[config.mk]
export PLATFORM = sky130hd
export DESIGN_NAME = snake_key_conditioner
export DESIGN_NICKNAME = d
export VERILOG_FILES = /design/src/rtl/snake_key_conditioner.sv
export SDC_FILE = /design/constraint.sdc
export NUM_CORES = 1
export LEC_CHECK = 0
export CORE_MARGIN = 4
export CORE_UTILIZATION = 60
export CTS_BUF_LIST = sky130_fd_sc_hd__clkbuf_16
export DETAILED_ROUTE_END_ITERATION = 7
export MAX_ROUTING_LAYER = met4
export PLACE_DENSITY = 0.88
export SYNTH_ARGS = -nofsm -noshare
export SYNTH_HDL_FRONTEND = slang
export SYNTH_SLANG_ARGS = --single-unit
export TNS_END_PERCENT = 100
[constraint.sdc]
create_clock -name clk -period 6.14 [get_ports clk]
set_clock_uncertainty 0.2 [all_clocks]
set_input_delay 1.228 -clock clk [delete_from_list [all_inputs] [get_ports clk]]
set_output_delay 1.228 -clock clk [all_outputs]
set_load 0.02 [all_outputs]
[src/rtl/snake_key_conditioner.sv]
// Push-button conditioner: 2-FF synchroniser, counter debounce and a 5-state FSM that
// produces a debounced level plus press/release/long-press pulses. Auto-repeat: SNAKE_KEY_AUTOREPEAT_EN.
module snake_key_conditioner #(
    parameter int CNT_W             = 16,
    parameter int DEBOUNCE_CYCLES   = 4,
    parameter int LONG_PRESS_CYCLES = 20,
    parameter int REPEAT_CYCLES     = 8
) (
    input  logic clk,
    input  logic rst,
    input  logic key_raw,
    output logic key_level,
    output logic key_press,
    output logic key_release,
    output logic key_long
);

    typedef enum logic [2:0] {
        IDLE,
        PRESS_DEB,
        HELD,
        LONG_HELD,
        RELEASE_DEB
    } state_t;

    localparam logic [CNT_W-1:0] DEB_LAST  = CNT_W'(DEBOUNCE_CYCLES - 1);
    localparam logic [CNT_W-1:0] LONG_LAST = CNT_W'(LONG_PRESS_CYCLES - 1);
    localparam logic [CNT_W-1:0] LONG_TERM = CNT_W'(LONG_PRESS_CYCLES);
    localparam logic [CNT_W-1:0] CNT_ONE   = CNT_W'(1);
    // With a single-sample debounce the entry sample already completes the debounce.
    localparam bit DEB_SINGLE = (DEBOUNCE_CYCLES == 1);

    logic s1;
    logic key_s;

    state_t           state, state_n;
    logic [CNT_W-1:0] deb_cnt, deb_n;
    logic [CNT_W-1:0] long_cnt, long_n;
    logic             was_long, was_long_n;
    logic             press_n, release_n, long_pulse_n, level_n;

`ifdef SNAKE_KEY_AUTOREPEAT_EN
    localparam logic [CNT_W-1:0] REP_LAST = CNT_W'(REPEAT_CYCLES - 1);
    logic [CNT_W-1:0] rep_cnt, rep_n;
`endif

    always_ff @(posedge clk or posedge rst) begin
        if (rst) begin
            s1    <= 1'b0;
            key_s <= 1'b0;
        end else begin
            s1    <= key_raw;
            key_s <= s1;
        end
    end

    always_ff @(posedge clk or posedge rst) begin
        if (rst) begin
            state       <= IDLE;
            deb_cnt     <= '0;
            long_cnt    <= '0;
            was_long    <= 1'b0;
            key_level   <= 1'b0;
            key_press   <= 1'b0;
            key_release <= 1'b0;
            key_long    <= 1'b0;
        end else begin
            state       <= state_n;
            deb_cnt     <= deb_n;
            long_cnt    <= long_n;
            was_long    <= was_long_n;
            key_level   <= level_n;
            key_press   <= press_n;
            key_release <= release_n;
            key_long    <= long_pulse_n;
        end
    end

`ifdef SNAKE_KEY_AUTOREPEAT_EN
    always_ff @(posedge clk or posedge rst) begin
        if (rst) begin
            rep_cnt <= '0;
        end else begin
            rep_cnt <= rep_n;
        end
    end
`endif

    always_comb begin
        state_n      = state;
        deb_n        = deb_cnt;
        long_n       = long_cnt;
        was_long_n   = was_long;
        press_n      = 1'b0;
        release_n    = 1'b0;
        long_pulse_n = 1'b0;
`ifdef SNAKE_KEY_AUTOREPEAT_EN
        rep_n        = rep_cnt;
`endif

        case (state)
            IDLE: begin
                if (key_s) begin
                    if (DEB_SINGLE) begin
                        state_n = HELD;
                        press_n = 1'b1;
                        long_n  = '0;
                        deb_n   = '0;
                    end else begin
                        state_n = PRESS_DEB;
                        deb_n   = CNT_ONE;
                    end
                end
            end

            PRESS_DEB: begin
                if (!key_s) begin
                    state_n = IDLE;
                    deb_n   = '0;
                end else if (deb_cnt >= DEB_LAST) begin
                    state_n = HELD;
                    press_n = 1'b1;
                    long_n  = '0;
                    deb_n   = '0;
                end else begin
                    deb_n = deb_cnt + CNT_ONE;
                end
            end

            HELD: begin
                // A low sample wins over long-press expiry; long_cnt stays frozen meanwhile.
                if (!key_s) begin
                    if (DEB_SINGLE) begin
                        state_n    = IDLE;
                        release_n  = 1'b1;
                        was_long_n = 1'b0;
                        deb_n      = '0;
                    end else begin
                        state_n = RELEASE_DEB;
                        deb_n   = CNT_ONE;
                    end
                end else if (long_cnt >= LONG_LAST) begin
                    state_n      = LONG_HELD;
                    long_pulse_n = 1'b1;
                    long_n       = LONG_TERM;
                    was_long_n   = 1'b1;
`ifdef SNAKE_KEY_AUTOREPEAT_EN
                    rep_n        = '0;
`endif
                end else begin
                    long_n = long_cnt + CNT_ONE;
                end
            end

            LONG_HELD: begin
                if (!key_s) begin
                    if (DEB_SINGLE) begin
                        state_n    = IDLE;
                        release_n  = 1'b1;
                        was_long_n = 1'b0;
                        deb_n      = '0;
                    end else begin
                        state_n = RELEASE_DEB;
                        deb_n   = CNT_ONE;
                    end
                end
`ifdef SNAKE_KEY_AUTOREPEAT_EN
                else if (rep_cnt >= REP_LAST) begin
                    press_n = 1'b1;
                    rep_n   = '0;
                end else begin
                    rep_n = rep_cnt + CNT_ONE;
                end
`endif
            end

            RELEASE_DEB: begin
                if (key_s) begin
                    state_n = was_long ? LONG_HELD : HELD;
                    deb_n   = '0;
                end else if (deb_cnt >= DEB_LAST) begin
                    state_n    = IDLE;
                    release_n  = 1'b1;
                    was_long_n = 1'b0;
                    deb_n      = '0;
                end else begin
                    deb_n = deb_cnt + CNT_ONE;
                end
            end

            default: begin
                state_n = IDLE;
                deb_n   = '0;
            end
        endcase

        level_n = (state_n == HELD) || (state_n == LONG_HELD) || (state_n == RELEASE_DEB);
    end

endmodule

* After elaboration in Yosys (flattened, before gate mapping) *
Index checks and enable logic that the tools add are counted.

operators by class
  $add $sub $neg = 2
  $lt $le $gt $ge = 2
  eq/ne operators = 15
  muxes and demuxes = 34
  reductions and logical operators = 9

operator list
  kind                                                                                  number
  16-bit two-way mux                                                                    9
  16-bit one-hot mux with 4 select lines                                                1
  16-bit by 1-bit adder with 16-bit output, second input constant                       2
  16-bit one-hot mux with 2 select lines                                                1
  3-bit two-way mux                                                                     8
  16-bit by 2-bit greater-or-equal comparator with 1-bit output, second input constant  1
  16-bit by 5-bit greater-or-equal comparator with 1-bit output, second input constant  1
  2-bit != test, second input constant                                                  8
  3-bit one-hot mux with 5 select lines                                                 1
  1-bit two-way mux                                                                     13
  3-bit by 2-bit equality test with 1-bit output, second input constant                 4
  3-bit equality test, second input constant                                            2
  5-bit AND reduction                                                                   1
  4-bit AND reduction                                                                   1
  2-bit nonzero test                                                                    2
  3-bit by 1-bit equality test with 1-bit output, second input constant                 1
  3-bit zero test                                                                       1
  1-bit logical OR                                                                      2
  1-bit one-hot mux with 2 select lines                                                 1
  2-bit AND reduction                                                                   1
  2-bit OR reduction                                                                    1

word-level totals
  register bits after elaboration = 42
  input port bits = 3
  output and inout bits = 4
  word-level logic and storage cells = 72

* Depth between registers and ports, before layout *
Gate-level depths: netlist of run 1.

  word-level depth = 7
  gate-level depth with buffers = 7
  depth with buffers taken out = 6

* Worst setup path after synthesis of run 1 *
Ideal clock, no wire load.

  kind = register to register
  start point = register long_cnt[0]
  end point = register long_cnt[3]
  library setup time = 0.080 ns
  data arrival time = 1.769 ns
  path slack = 4.091 ns
  stages on the path, launching flop included = 7
  path buffers = 0
  clock period less this slack = 2.049 ns
  cells stage by stage = dfrtp_1 ha_1 o31ai_2 nand4_2 or4_1 or3_1 o211ai_2

between the ends
  longest elaborated chain between the ends = 4

RTL lines
  element                                                                                                                    line      RTL
  start, declared                                                                                                            38        logic [CNT_W-1:0] long_cnt, long_n;
  start signal, assigned                                                                                                     70        long_cnt <= long_n;
  16-bit by 1-bit adder with 16-bit output or 16-bit by 5-bit greater-or-equal comparator with 1-bit output (tied branches)  151, 142
  16-bit two-way mux *                                                                                                       142       end else if (long_cnt >= LONG_LAST) begin
  16-bit two-way mux *                                                                                                       132       if (!key_s) begin
  16-bit one-hot mux with 2 select lines *                                                                                   101       case (state)

Every way passes the cells marked *; elsewhere a longest branch is shown, timed or not. The select of a mux whose other input is x is not followed.
A chain may end at the register's enable or synchronous reset.

* Worst setup path after layout of run 1 *
  start point = register key_long
  end point = output key_long

RTL lines
  element                 line  RTL
  start, declared         15    output logic key_long
  start signal, assigned  75    key_long <= long_pulse_n;

No word-level cell between the ends.

==> results of run 1 <==
[cell type report]
class	count	area [µm²]
flip-flops and latches	42	1050
fillers	273	1050
multi-input cells	150	962
clock buffers	5	125
repair buffers	7	67.6
well taps	46	57.6
inverters	6	22.5
clock inverters	1	3.75
[kinds of logic (layout without fill, tap and decap cells)]
kind of cell | after synthesis | in the layout | synth area share [%]
simple gates | 100 | 100 | 26.3
compound gates | 44 | 44 | 17.2
flops | 42 | 42 | 50.8
buf+inv | 12 | 19 | 2.60
xor+xnor | 3 | 3 | 1.27
fa+ha+maj | 2 | 2 | 1.21
mux | 1 | 1 | 0.545
[layer usage]
metal / vias up / global-route usage, %
met5: - / -
met4: 0 / 5.08
met3: 6 / 6.58
met2: 35 / 38.0
met1: 773 / 25.3
li1: 758 / -
[worst min-delay path by stage]
stage                             from               to  cells after the start
after floorplan           s1$_DFF_PP0_  key_s$_DFF_PP0_                      0
after global placement    s1$_DFF_PP0_  key_s$_DFF_PP0_                      0
after CTS                 s1$_DFF_PP0_  key_s$_DFF_PP0_                      0
after detailed placement  s1$_DFF_PP0_  key_s$_DFF_PP0_                      0
after global routing      s1$_DFF_PP0_  key_s$_DFF_PP0_                      0
final                     s1$_DFF_PP0_  key_s$_DFF_PP0_                      0
[power breakdown]
part           switching (mW)  total (mW)  internal, mW
registers              0.0359       0.334         0.298
clock network          0.0917       0.236         0.144
logic                  0.0913       0.152        0.0610
[flip-flops by register name, summed over array words and instances, names as in the netlist]
register,count
deb_cnt,16
was_long,1
long_cnt,16
key_long,1
key_release,1
state,3
key_s,1
key_press,1
key_level,1
s1,1
[cells in the final DEF, fill, tap and decap left out, drive strengths merged, types with 2 or more instances in the layout]
master / count
a41oi: 2
nand2: 13
and3: 5
a2111oi: 2
xnor2: 3
nor4: 8
nor2: 30
o21ai: 4
dfrtp: 42
nand3: 7
nor3: 10
or2: 3
a211oi: 2
o31ai: 3
nor2b: 4
ha: 2
inv: 6
clkdlybuf4s50: 6
o21a: 9
o21ba: 2
a31oi: 6
nand2b: 4
clkbuf: 5
or3: 2
nand4: 5
a21oi: 7
and2: 4
[metrics by stage]
| stage | worst slack [ps] | hold WS (ps) | area (µm²) |
|---|---|---|---|
| floorplan | 3740 | 131 | 2070 |
| global placement | 3820 | 136 | 2160 |
| detailed placement | 3800 | 145 | 2160 |
| CTS | 3500 | 157 | 2290 |
| global route | 3480 | 172 | 2290 |
| finish | 3510 | 153 | 2290 |
==> implementation parameters, run 1 <==
Parameter                              Value

Route
  DRC violation total after the first TritonRoute iteration ... 96
  Average via count per standard cell ... 6.12
  Routed wire per std cell ... 15.2 µm
  Total number of vias ... 1,572
  Routed length on met1 ... 1.70 mm
  Number of search-and-repair iterations in the first detailed-routing pass ... 4
  Uppermost routed layer ... met4
  Number of remaining DRC errors ... 0
  Antenna-violating nets left ... 0
  Met3 wirelength from detailed routing ... 141 µm
  Sum of met2 wire segment lengths after detailed routing ... around 2.0 mm
  Drt total wl ... roughly 3.9 mm

Yosys
  Share of flip-flops with an asynchronous set or reset after synthesis ... 100%
  Flip-flop and latch count after synthesis ... 42
  Number of distinct library cell variants in the gate-level netlist after synthesis ... 51
  Net count of the mapped netlist ... 209
  Number of enable-type register cells in the synthesized netlist ... 0
  Commonest cells in the synthesized netlist ... sky130_fd_sc_hd__dfrtp_1 (42), sky130_fd_sc_hd__nor2_1 (30), sky130_fd_sc_hd__nand2_1 (13)
  Netlist Area Pre-Place ... 2070 µm²
  Library cell occupying the most area in the post-synthesis netlist ... sky130_fd_sc_hd__dfrtp_1
  Syn Area/Cell ... 10.1 µm²
  Count of mapped cells out of synthesis ... between 200 and 250
  Post-synthesis sequential area ratio ... 50.8%
  Share of the synthesized area in the top cell type ... 50.8%
  Total number of yosys warnings ... 0
  Most instantiated library cell after synthesis ... sky130_fd_sc_hd__dfrtp_1
  Top area cells in the synthesized netlist ... sky130_fd_sc_hd__dfrtp_1 (51%), sky130_fd_sc_hd__nor2_1 (5.4%), sky130_fd_sc_hd__o21a_1 (3.3%), sky130_fd_sc_hd__nor3_1 (2.4%), sky130_fd_sc_hd__nor4_2 (2.4%)
  Primary flip-flop cell chosen by synthesis mapping ... sky130_fd_sc_hd__dfrtp_1

Global routing
  Number of antenna violations at the first check in global routing ... 0
  Number of global-route vias before repair ... ~1,600
  Global-route wire length before repair ... 7.22 mm
  Remaining global-route overflow ... 0
  Pin count of the biggest net entering global routing ... 43
  Overall track demand over capacity in global routing ... 22.0%

Layout
  ANT cells ... 0
  Area grow syn2layout ... 10.8%
  Post-Route Utilization ... 68.6%
  Number of nets in the finished design ... around 220
  Post-layout instance count excluding filler cells ... 257
  Fraction of layout cells with a size suffix above 1 ... 9.48%

Floorplan
  Placeable core region ... 3340 µm²
  Die area ... 4450 µm²
  Top-level I/O count ... 7
  Starting Density ... 61.9%
  Chip height ... between 60 and 70 µm
  Row Count ... 21
  Width of the chip ... roughly 67 µm

Setup path
  Longest individual stage delay on the worst path ... 590 ps
  Stages on the worst setup path ... 1
  Worst reg2reg path endpoint ... long_cnt[6]$_DFFE_PP0P_
  Highest net fanout along the worst path ... 1
  Worst reg2reg path depth ... 6
  Number of buffer and inverter stages on the critical path ... 1
  Critical path, cell by cell ... clkdlybuf4s50_1
  Required time of the worst setup path ... between 4000 and 5000 ps
  Kind of critical path ... reg -> out
  Slowest stage cell on the critical path ... sky130_fd_sc_hd__clkdlybuf4s50_1
  Critical path startpoint ... key_long$_DFF_PP0_
  Internal reg-to-reg setup slack ... 3800 ps
  Capturing instance or port of the critical path ... key_long
  Crit. End Element ... primary output
  Worst Path Arrival ... roughly 1200 ps
  Dominant delay contributor by cell family on the critical path ... buffers and inverters
  Critical R2R Launch ... deb_cnt[0]$_DFFE_PP0P_
  Kind of start point of the critical path ... flip-flop

CTS
  Clock Latency Late Sink ... between 200 and 300 ps
  Total of cells resized after clock tree synthesis ... 0
  Cts bufs inserted ... 5
  Maximum count of clock buffers along a single path ... 2
  Sink count of the clock tree ... 42
  Clock tree from TritonCTS ... yes
  Number of H-tree levels ... 2
  Hold bufs inserted after CTS ... 0
  Register clock-pin slew on the reported worst setup and hold paths ... roughly 60 ps
  Root buffer cell ... sky130_fd_sc_hd__clkbuf_16
  Post-CTS setup buffer count ... 0

Min path
  Type of the most critical hold path ... reg -> reg

Place
  Number of placed instances with taps included ... roughly 250
  Post-DP HPWL ... about 2.7 mm
  Number of port buffers ... 6
  Routability-driven placement congestion ratio ... 0.826

Power and ir drop
  Cell area power density ... 315 nW/µm²
  Maximum resistive drop on vdd ... approximately 160 µV
  Standby leakage power ... 1.00 nW
  Total power draw ... 0.722 mW

Timing
  # setup viols final ... 0
  Unrepaired setup endpoints after global routing ... no
  Post-layout minimum cycle time ... 2630 ps
  Worst-Margin Slew ... between 900 and 1000 ps
  Max-slew headroom at the worst pin ... 38.6%
  Final number of max-transition violations ... 0
  Post-route clock period utilization ... 42.8%
  Number of hold-slack violations in the final timing report ... 0
  Fin Setup TNS ... 0 ps
  Fmax achieved ... about 0.38 GHz

Run status
  Status ... finished, final reports clean

Job
  Maximum Capacitance Violations ... 0
Power figures use the tool's default switching activity.
==> run 2, diff against run 1 <==
- clock period: 6.14 -> 2.7 ns (I/O delays scaled with it)
==> implementation parameters, run 2 (synthesized netlist as in run 1, its figures left out) <==
Parameter                              Value

Setup path
  Internal reg-to-reg setup slack ... 370 ps (was 3800 ps)
  Kind of start point of the critical path ... flip-flop (unchanged)
  Kind of critical path ... reg -> reg (was reg -> out)
  Crit. End Element ... flip-flop (was primary output)
  Worst reg2reg path endpoint ... long_cnt[12]$_DFFE_PP0P_ (was long_cnt[6]$_DFFE_PP0P_)
  Critical path startpoint ... deb_cnt[0]$_DFFE_PP0P_ (was key_long$_DFF_PP0_)
  Capturing instance or port of the critical path ... long_cnt[12]$_DFFE_PP0P_ (was key_long)
  Worst Path Arrival ... 2350 ps (was 1200 ps)
  Required time of the worst setup path ... 2720 ps (was 4710 ps)
  Worst reg2reg path depth ... 6 (unchanged)
  Critical R2R Launch ... deb_cnt[0]$_DFFE_PP0P_ (unchanged)
  Highest net fanout along the worst path ... 11 (was 1)

Route
  Average via count per standard cell ... 6.04 (was 6.12)
  Antenna-violating nets left ... 0 (unchanged)
  Number of search-and-repair iterations in the first detailed-routing pass ... 4 (unchanged)
  DRC violation total after the first TritonRoute iteration ... 147 (was 96)
  Total number of vias ... 1,576 (was 1,572)
  Routed wire per std cell ... 14.9 µm (was 15.2 µm)
  Drt total wl ... 3.90 mm (was 3.92 mm)
  Number of remaining DRC errors ... 0 (unchanged)

Global routing
  Pin count of the biggest net entering global routing ... 43 (unchanged)
  Overall track demand over capacity in global routing ... 20.8% (was 22.0%)
  Number of antenna violations at the first check in global routing ... 0 (unchanged)
  Global-route wire length before repair ... 6.73 mm (was 7.22 mm)
  Number of global-route vias before repair ... 1,488 (was 1,615)
  Remaining global-route overflow ... 0 (unchanged)

CTS
  Sink count of the clock tree ... 42 (unchanged)
  Number of H-tree levels ... 2 (unchanged)
  Total of cells resized after clock tree synthesis ... 0 (unchanged)
  Register clock-pin slew on the reported worst setup and hold paths ... 60 ps (about the same)
  Post-CTS setup buffer count ... 0 (unchanged)
  Root buffer cell ... sky130_fd_sc_hd__clkbuf_16 (unchanged)
  Clock tree from TritonCTS ... yes (unchanged)
  Cts bufs inserted ... 5 (unchanged)
  Hold bufs inserted after CTS ... 0 (unchanged)
  Maximum count of clock buffers along a single path ... 2 (unchanged)
  Clock Latency Late Sink ... 280 ps (about the same)

Layout
  Number of nets in the finished design ... 219 (was 217)
  Area grow syn2layout ... 13.1% (was 10.8%)
  Post-Route Utilization ... 70.1% (was 68.6%)
  Top library cells by usage in the layout, fill and taps aside ... sky130_fd_sc_hd__dfrtp_1 (42), sky130_fd_sc_hd__nor2_1 (30), sky130_fd_sc_hd__nand2_1 (13) (unchanged)
  Largest registers in the final layout ... deb_cnt x16, long_cnt x16, state x3 (unchanged)
  ANT cells ... 0 (unchanged)
  Most common cell after layout, fill and taps aside ... sky130_fd_sc_hd__dfrtp_1 (unchanged)
  Fraction of layout cells with a size suffix above 1 ... 10.7% (was 9.48%)
  Post-route design area ... 2340 µm² (was 2290 µm²)

Place
  Routability-driven placement congestion ratio ... 0.875 (was 0.826)
  Post-DP HPWL ... 2.71 mm (was 2.70 mm)
  Number of port buffers ... 6 (unchanged)
  Post-Place Worst Slack ... 402 ps (was 3800 ps)
  Area of placed instances ... 2180 µm² (was 2160 µm²)

Timing
  Worst-Margin Slew ... 884 ps (was 921 ps)
  Max-slew headroom at the worst pin ... 41.0% (was 38.6%)
  Number of hold-slack violations in the final timing report ... 0 (unchanged)
  Final critical-path setup slack ... 372 ps (was 3510 ps)
  Fmax achieved ... 0.429 GHz
  # setup viols final ... 0 (unchanged)
  Post-layout minimum cycle time ... about 2300 ps
  Final number of max-transition violations ... 0 (unchanged)
  Fin Setup TNS ... 0 ps (unchanged)
  Post-route clock period utilization ... 86.2%
  Unrepaired setup endpoints after global routing ... no (unchanged)

Power and ir drop
  Internal power contribution ... 1.26 mW (was 0.503 mW)
  Sw Pwr ... 0.520 mW (was 0.219 mW)
  Cell area power density ... 760 nW/µm² (was 315 nW/µm²)
  Combinational fraction of design power ... 21.3% (was 21.1%)
  Fraction of power spent switching nets ... 29.3% (was 30.3%)
  Part of the total power dissipated in the clock network ... 36.9% (was 32.7%)
  Relative contribution of sequential cells to total power ... 41.8% (was 46.2%)
  Standby leakage power ... 1.04 nW (was 1.00 nW)
  Maximum resistive drop on vdd ... 490 µV (was 158 µV)

Floorplan
  Chip height ... 66.7 µm (unchanged)
  Die area ... 4450 µm² (unchanged)
  Top-level I/O count ... 7 (unchanged)
  Row Count ... 21 (unchanged)
  Width of the chip ... 66.7 µm (unchanged)
  Starting Density ... 61.9% (unchanged)
  Placeable core region ... 3340 µm² (unchanged)

Min path
  Type of the most critical hold path ... reg -> reg (unchanged)

Run status
  Status ... finished, final reports clean (unchanged)

Job
  Maximum Capacitance Violations ... 0 (unchanged)
## run 2: layout make-up
class                           instances  area, µm²
Clock buffer                            5        125
Fill cell                             254        998
Tap cell                               46       57.6
Multi-Input combinational cell        150        962
Timing Repair Buffer                    9       82.6
Sequential cell                        42       1050
Inverter                                6       22.5
Clock inverter                          3       37.5
## run 2: worst max-delay path: stages (launching register included)
cell,delay [ps]
sky130_fd_sc_hd__dfrtp_1,430
sky130_fd_sc_hd__ha_1,270
sky130_fd_sc_hd__nor4_2,190
sky130_fd_sc_hd__nand3_2,200
sky130_fd_sc_hd__or2_4,310
sky130_fd_sc_hd__a31oi_2,460
sky130_fd_sc_hd__o21a_1,200
## run 2: worst min path at each step
stage	depth (start not counted)	end	start	slack (ps)
floorplan	0	key_s$_DFF_PP0_	s1$_DFF_PP0_	130
global placement	0	key_s$_DFF_PP0_	s1$_DFF_PP0_	140
detailed placement	0	key_s$_DFF_PP0_	s1$_DFF_PP0_	140
CTS	0	key_s$_DFF_PP0_	s1$_DFF_PP0_	150
global route	0	key_s$_DFF_PP0_	s1$_DFF_PP0_	170
finish	0	key_s$_DFF_PP0_	s1$_DFF_PP0_	150
## run 2: power groups by stage
| stage | Combinational [mW] | Sequential (mW) | Clock, mW |
|---|---|---|---|
| after floorplan | 0.313 | 0.729 | 0 |
| after global placement | 0.359 | 0.751 | 0 |
| after detailed placement | 0.376 | 0.753 | 0 |
| after CTS | 0.380 | 0.742 | 0.667 |
| after global routing | 0.426 | 0.754 | 0.695 |
| final | 0.378 | 0.743 | 0.656 |
## run 2: metal layers
| metal | track usage [%] | vias up | part of all wire (%) |
|---|---|---|---|
| met5 | - | - | 0 |
| met4 | 9.64 | 0 | 2.1 |
| met3 | 5.56 | 8 | 3.9 |
| met2 | 32.3 | 33 | 50 |
| met1 | 25.2 | 770 | 44 |
| li1 | - | 765 | - |
## run 2: through the flow
| step | hold WS, ps | cells | power [mW] |
|---|---|---|---|
| global route | 169 | 261 | 1.87 |
| finish | 152 | 261 | 1.78 |
| floorplan | 131 | 204 | 1.04 |
| CTS | 152 | 261 | 1.79 |
| global placement | 135 | 253 | 1.11 |
| detailed placement | 139 | 253 | 1.13 |
==> run 3, diff against run 2 <==
- CELL_PAD_IN_SITES_DETAIL_PLACEMENT: not set -> 1
- CELL_PAD_IN_SITES_GLOBAL_PLACEMENT: not set -> 1
- CORE_UTILIZATION: 60 -> 48
- PLACE_DENSITY: 0.88 -> 0.89
==> implementation parameters, run 3 (synthesized netlist as in run 1, its figures left out) <==
Parameter                              Value

Floorplan
  Top-level I/O count ... 7 (unchanged)
  Placeable core region ... 4090 µm² (was 3340 µm²)
  Die area ... 5420 µm² (was 4450 µm²)
  Row Count ... 23 (was 21)
  Chip height ... 73.6 µm (was 66.7 µm)
  Starting Density ... 50.6% (was 61.9%)
  Width of the chip ... 73.6 µm (was 66.7 µm)

Setup path
  Kind of critical path ... reg -> reg (unchanged)
  Crit. End Element ... flip-flop (unchanged)
  Slowest stage cell on the critical path ... sky130_fd_sc_hd__a31oi_2 (unchanged)
  Required time of the worst setup path ... 2720 ps (about the same)
  Worst Path Arrival ... 2440 ps (was 2350 ps)
  Critical path, cell by cell ... ha_1, nor4_2, nand3_2, or2_4, a31oi_2, and2_1 (was ha_1, nor4_2, nand3_2, or2_4, a31oi_2, o21a_1)
  Longest individual stage delay on the worst path ... 490 ps (was 460 ps)
  Number of buffer and inverter stages on the critical path ... 0 (unchanged)
  Kind of start point of the critical path ... flip-flop (unchanged)
  Highest net fanout along the worst path ... 11 (unchanged)
  Dominant delay contributor by cell family on the critical path ... simple AND/OR/NAND/NOR gates (unchanged)

Route
  Drt total wl ... 4.77 mm (was 3.90 mm)
  Routed wire per std cell ... 18.0 µm (was 14.9 µm)
  Number of remaining DRC errors ... 0 (unchanged)
  Total number of vias ... 1,610 (was 1,576)
  Average via count per standard cell ... 6.08 (was 6.04)
  Antenna-violating nets left ... 0 (unchanged)
  Number of search-and-repair iterations in the first detailed-routing pass ... 4 (unchanged)
  DRC violation total after the first TritonRoute iteration ... 70 (was 147)

CTS
  Register clock-pin slew on the reported worst setup and hold paths ... 60 ps (about the same)
  Clock tree from TritonCTS ... yes (unchanged)
  Post-CTS setup buffer count ... 0 (unchanged)
  Cts bufs inserted ... 5 (unchanged)
  Hold bufs inserted after CTS ... 0 (unchanged)
  Maximum count of clock buffers along a single path ... 2 (unchanged)
  Clock Latency Late Sink ... 280 ps (about the same)
  Number of H-tree levels ... 2 (unchanged)
  Root buffer cell ... sky130_fd_sc_hd__clkbuf_16 (unchanged)
  Total of cells resized after clock tree synthesis ... 0 (unchanged)
  Sink count of the clock tree ... 42 (unchanged)

Place
  Routability-driven placement congestion ratio ... 0.809 (was 0.875)
  Post-DP HPWL ... 3.34 mm (was 2.71 mm)
  Number of port buffers ... 6 (unchanged)
  Area of placed instances ... 2180 µm² (about the same)

Timing
  Final number of max-transition violations ... 0 (unchanged)
  Unrepaired setup endpoints after global routing ... no (unchanged)
  Post-route clock period utilization ... 89.5% (was 86.2%)
  Fin Setup TNS ... 0 ps (unchanged)
  Fmax achieved ... 0.414 GHz (was 0.429 GHz)
  Number of hold-slack violations in the final timing report ... 0 (unchanged)
  Max-slew headroom at the worst pin ... 42.1% (was 41.0%)
  # setup viols final ... 0 (unchanged)
  Worst-Margin Slew ... 868 ps (was 884 ps)
  Post-layout minimum cycle time ... 2420 ps (was 2330 ps)

Layout
  Post-route design area ... 2320 µm² (was 2340 µm²)
  Fraction of layout cells with a size suffix above 1 ... 10.7% (unchanged)
  Number of nets in the finished design ... 219 (unchanged)
  Largest registers in the final layout ... deb_cnt x16, long_cnt x16, state x3 (unchanged)
  Area grow syn2layout ... 12.2% (was 13.1%)
  ANT cells ... 0 (unchanged)
  Top library cells by usage in the layout, fill and taps aside ... sky130_fd_sc_hd__dfrtp_1 (42), sky130_fd_sc_hd__nor2_1 (30), sky130_fd_sc_hd__nand2_1 (13) (unchanged)
  Most common cell after layout, fill and taps aside ... sky130_fd_sc_hd__dfrtp_1 (unchanged)

Power and ir drop
  Cell area power density ... 731 nW/µm² (was 760 nW/µm²)
  Standby leakage power ... 1.02 nW (was 1.04 nW)
  Maximum resistive drop on vdd ... 294 µV (was 490 µV)

Global routing
  Remaining global-route overflow ... 0 (unchanged)
  Number of global-route vias before repair ... 1,739 (was 1,488)
  Number of antenna violations at the first check in global routing ... 0 (unchanged)
  Overall track demand over capacity in global routing ... 20.6% (was 20.8%)
  Global-route wire length before repair ... 8.29 mm (was 6.73 mm)
  Pin count of the biggest net entering global routing ... 43 (unchanged)

Min path
  Type of the most critical hold path ... reg -> reg (unchanged)

Job
  Maximum Capacitance Violations ... 0 (unchanged)

Run status
  Status ... finished, final reports clean (unchanged)
-- run 3: per-layer routing --
metal	track usage (%)	wire length, µm
met1	23.0	1990
met2	36.2	2550
met3	4.38	140
met4	7.24	87
met5	-	0
-- run 3: worst paths after layout --
| check | start | endpoint | slack [ps] | cells past startpoint |
|---|---|---|---|---|
| setup / recovery | deb_cnt[0]$_DFFE_PP0P_ | long_cnt[6]$_DFFE_PP0P_ | 280 | 6 |
| hold / removal | s1$_DFF_PP0_ | key_s$_DFF_PP0_ | 160 | 0 |
| setup reg to reg | deb_cnt[0]$_DFFE_PP0P_ | long_cnt[6]$_DFFE_PP0P_ | 280 | 6 |
| hold reg to reg | s1$_DFF_PP0_ | key_s$_DFF_PP0_ | 160 | 0 |
| max in group asynchronous | rst | deb_cnt[2]$_DFFE_PP0P_ | 1430 | 3 |
| min in group asynchronous | rst | long_cnt[10]$_DFFE_PP0P_ | 500 | 3 |
-- run 3: area by class of cell --
| class | count | area [µm²] |
|---|---|---|
| Clock inverter | 3 | 12.5 |
| Clock buffer | 5 | 125 |
| Timing Repair Buffer | 9 | 82.6 |
| Tap cell | 50 | 62.6 |
| Fill cell | 459 | 1770 |
| Multi-Input combinational cell | 150 | 962 |
| Inverter | 6 | 22.5 |
| Sequential cell | 42 | 1050 |
-- run 3: power breakdown --
group	leakage [nW]	internal, mW	total (mW)	switching, mW
Sequential	0.574	0.678	0.733	0.0551
Combinational	0.377	0.148	0.404	0.256
Clock	0.0724	0.334	0.559	0.225
-- run 3: per-stage QoR --
step	util, %	hold slack, ps	total power [mW]	worst slack (ps)	instances
after floorplan	-	131	1.04	651	204
after global placement	53.4	136	1.12	482	257
after detailed placement	53.4	148	1.15	315	257
after CTS	56.7	161	1.71	296	265
after global routing	56.7	173	1.80	154	265
final	56.7	156	1.70	282	265
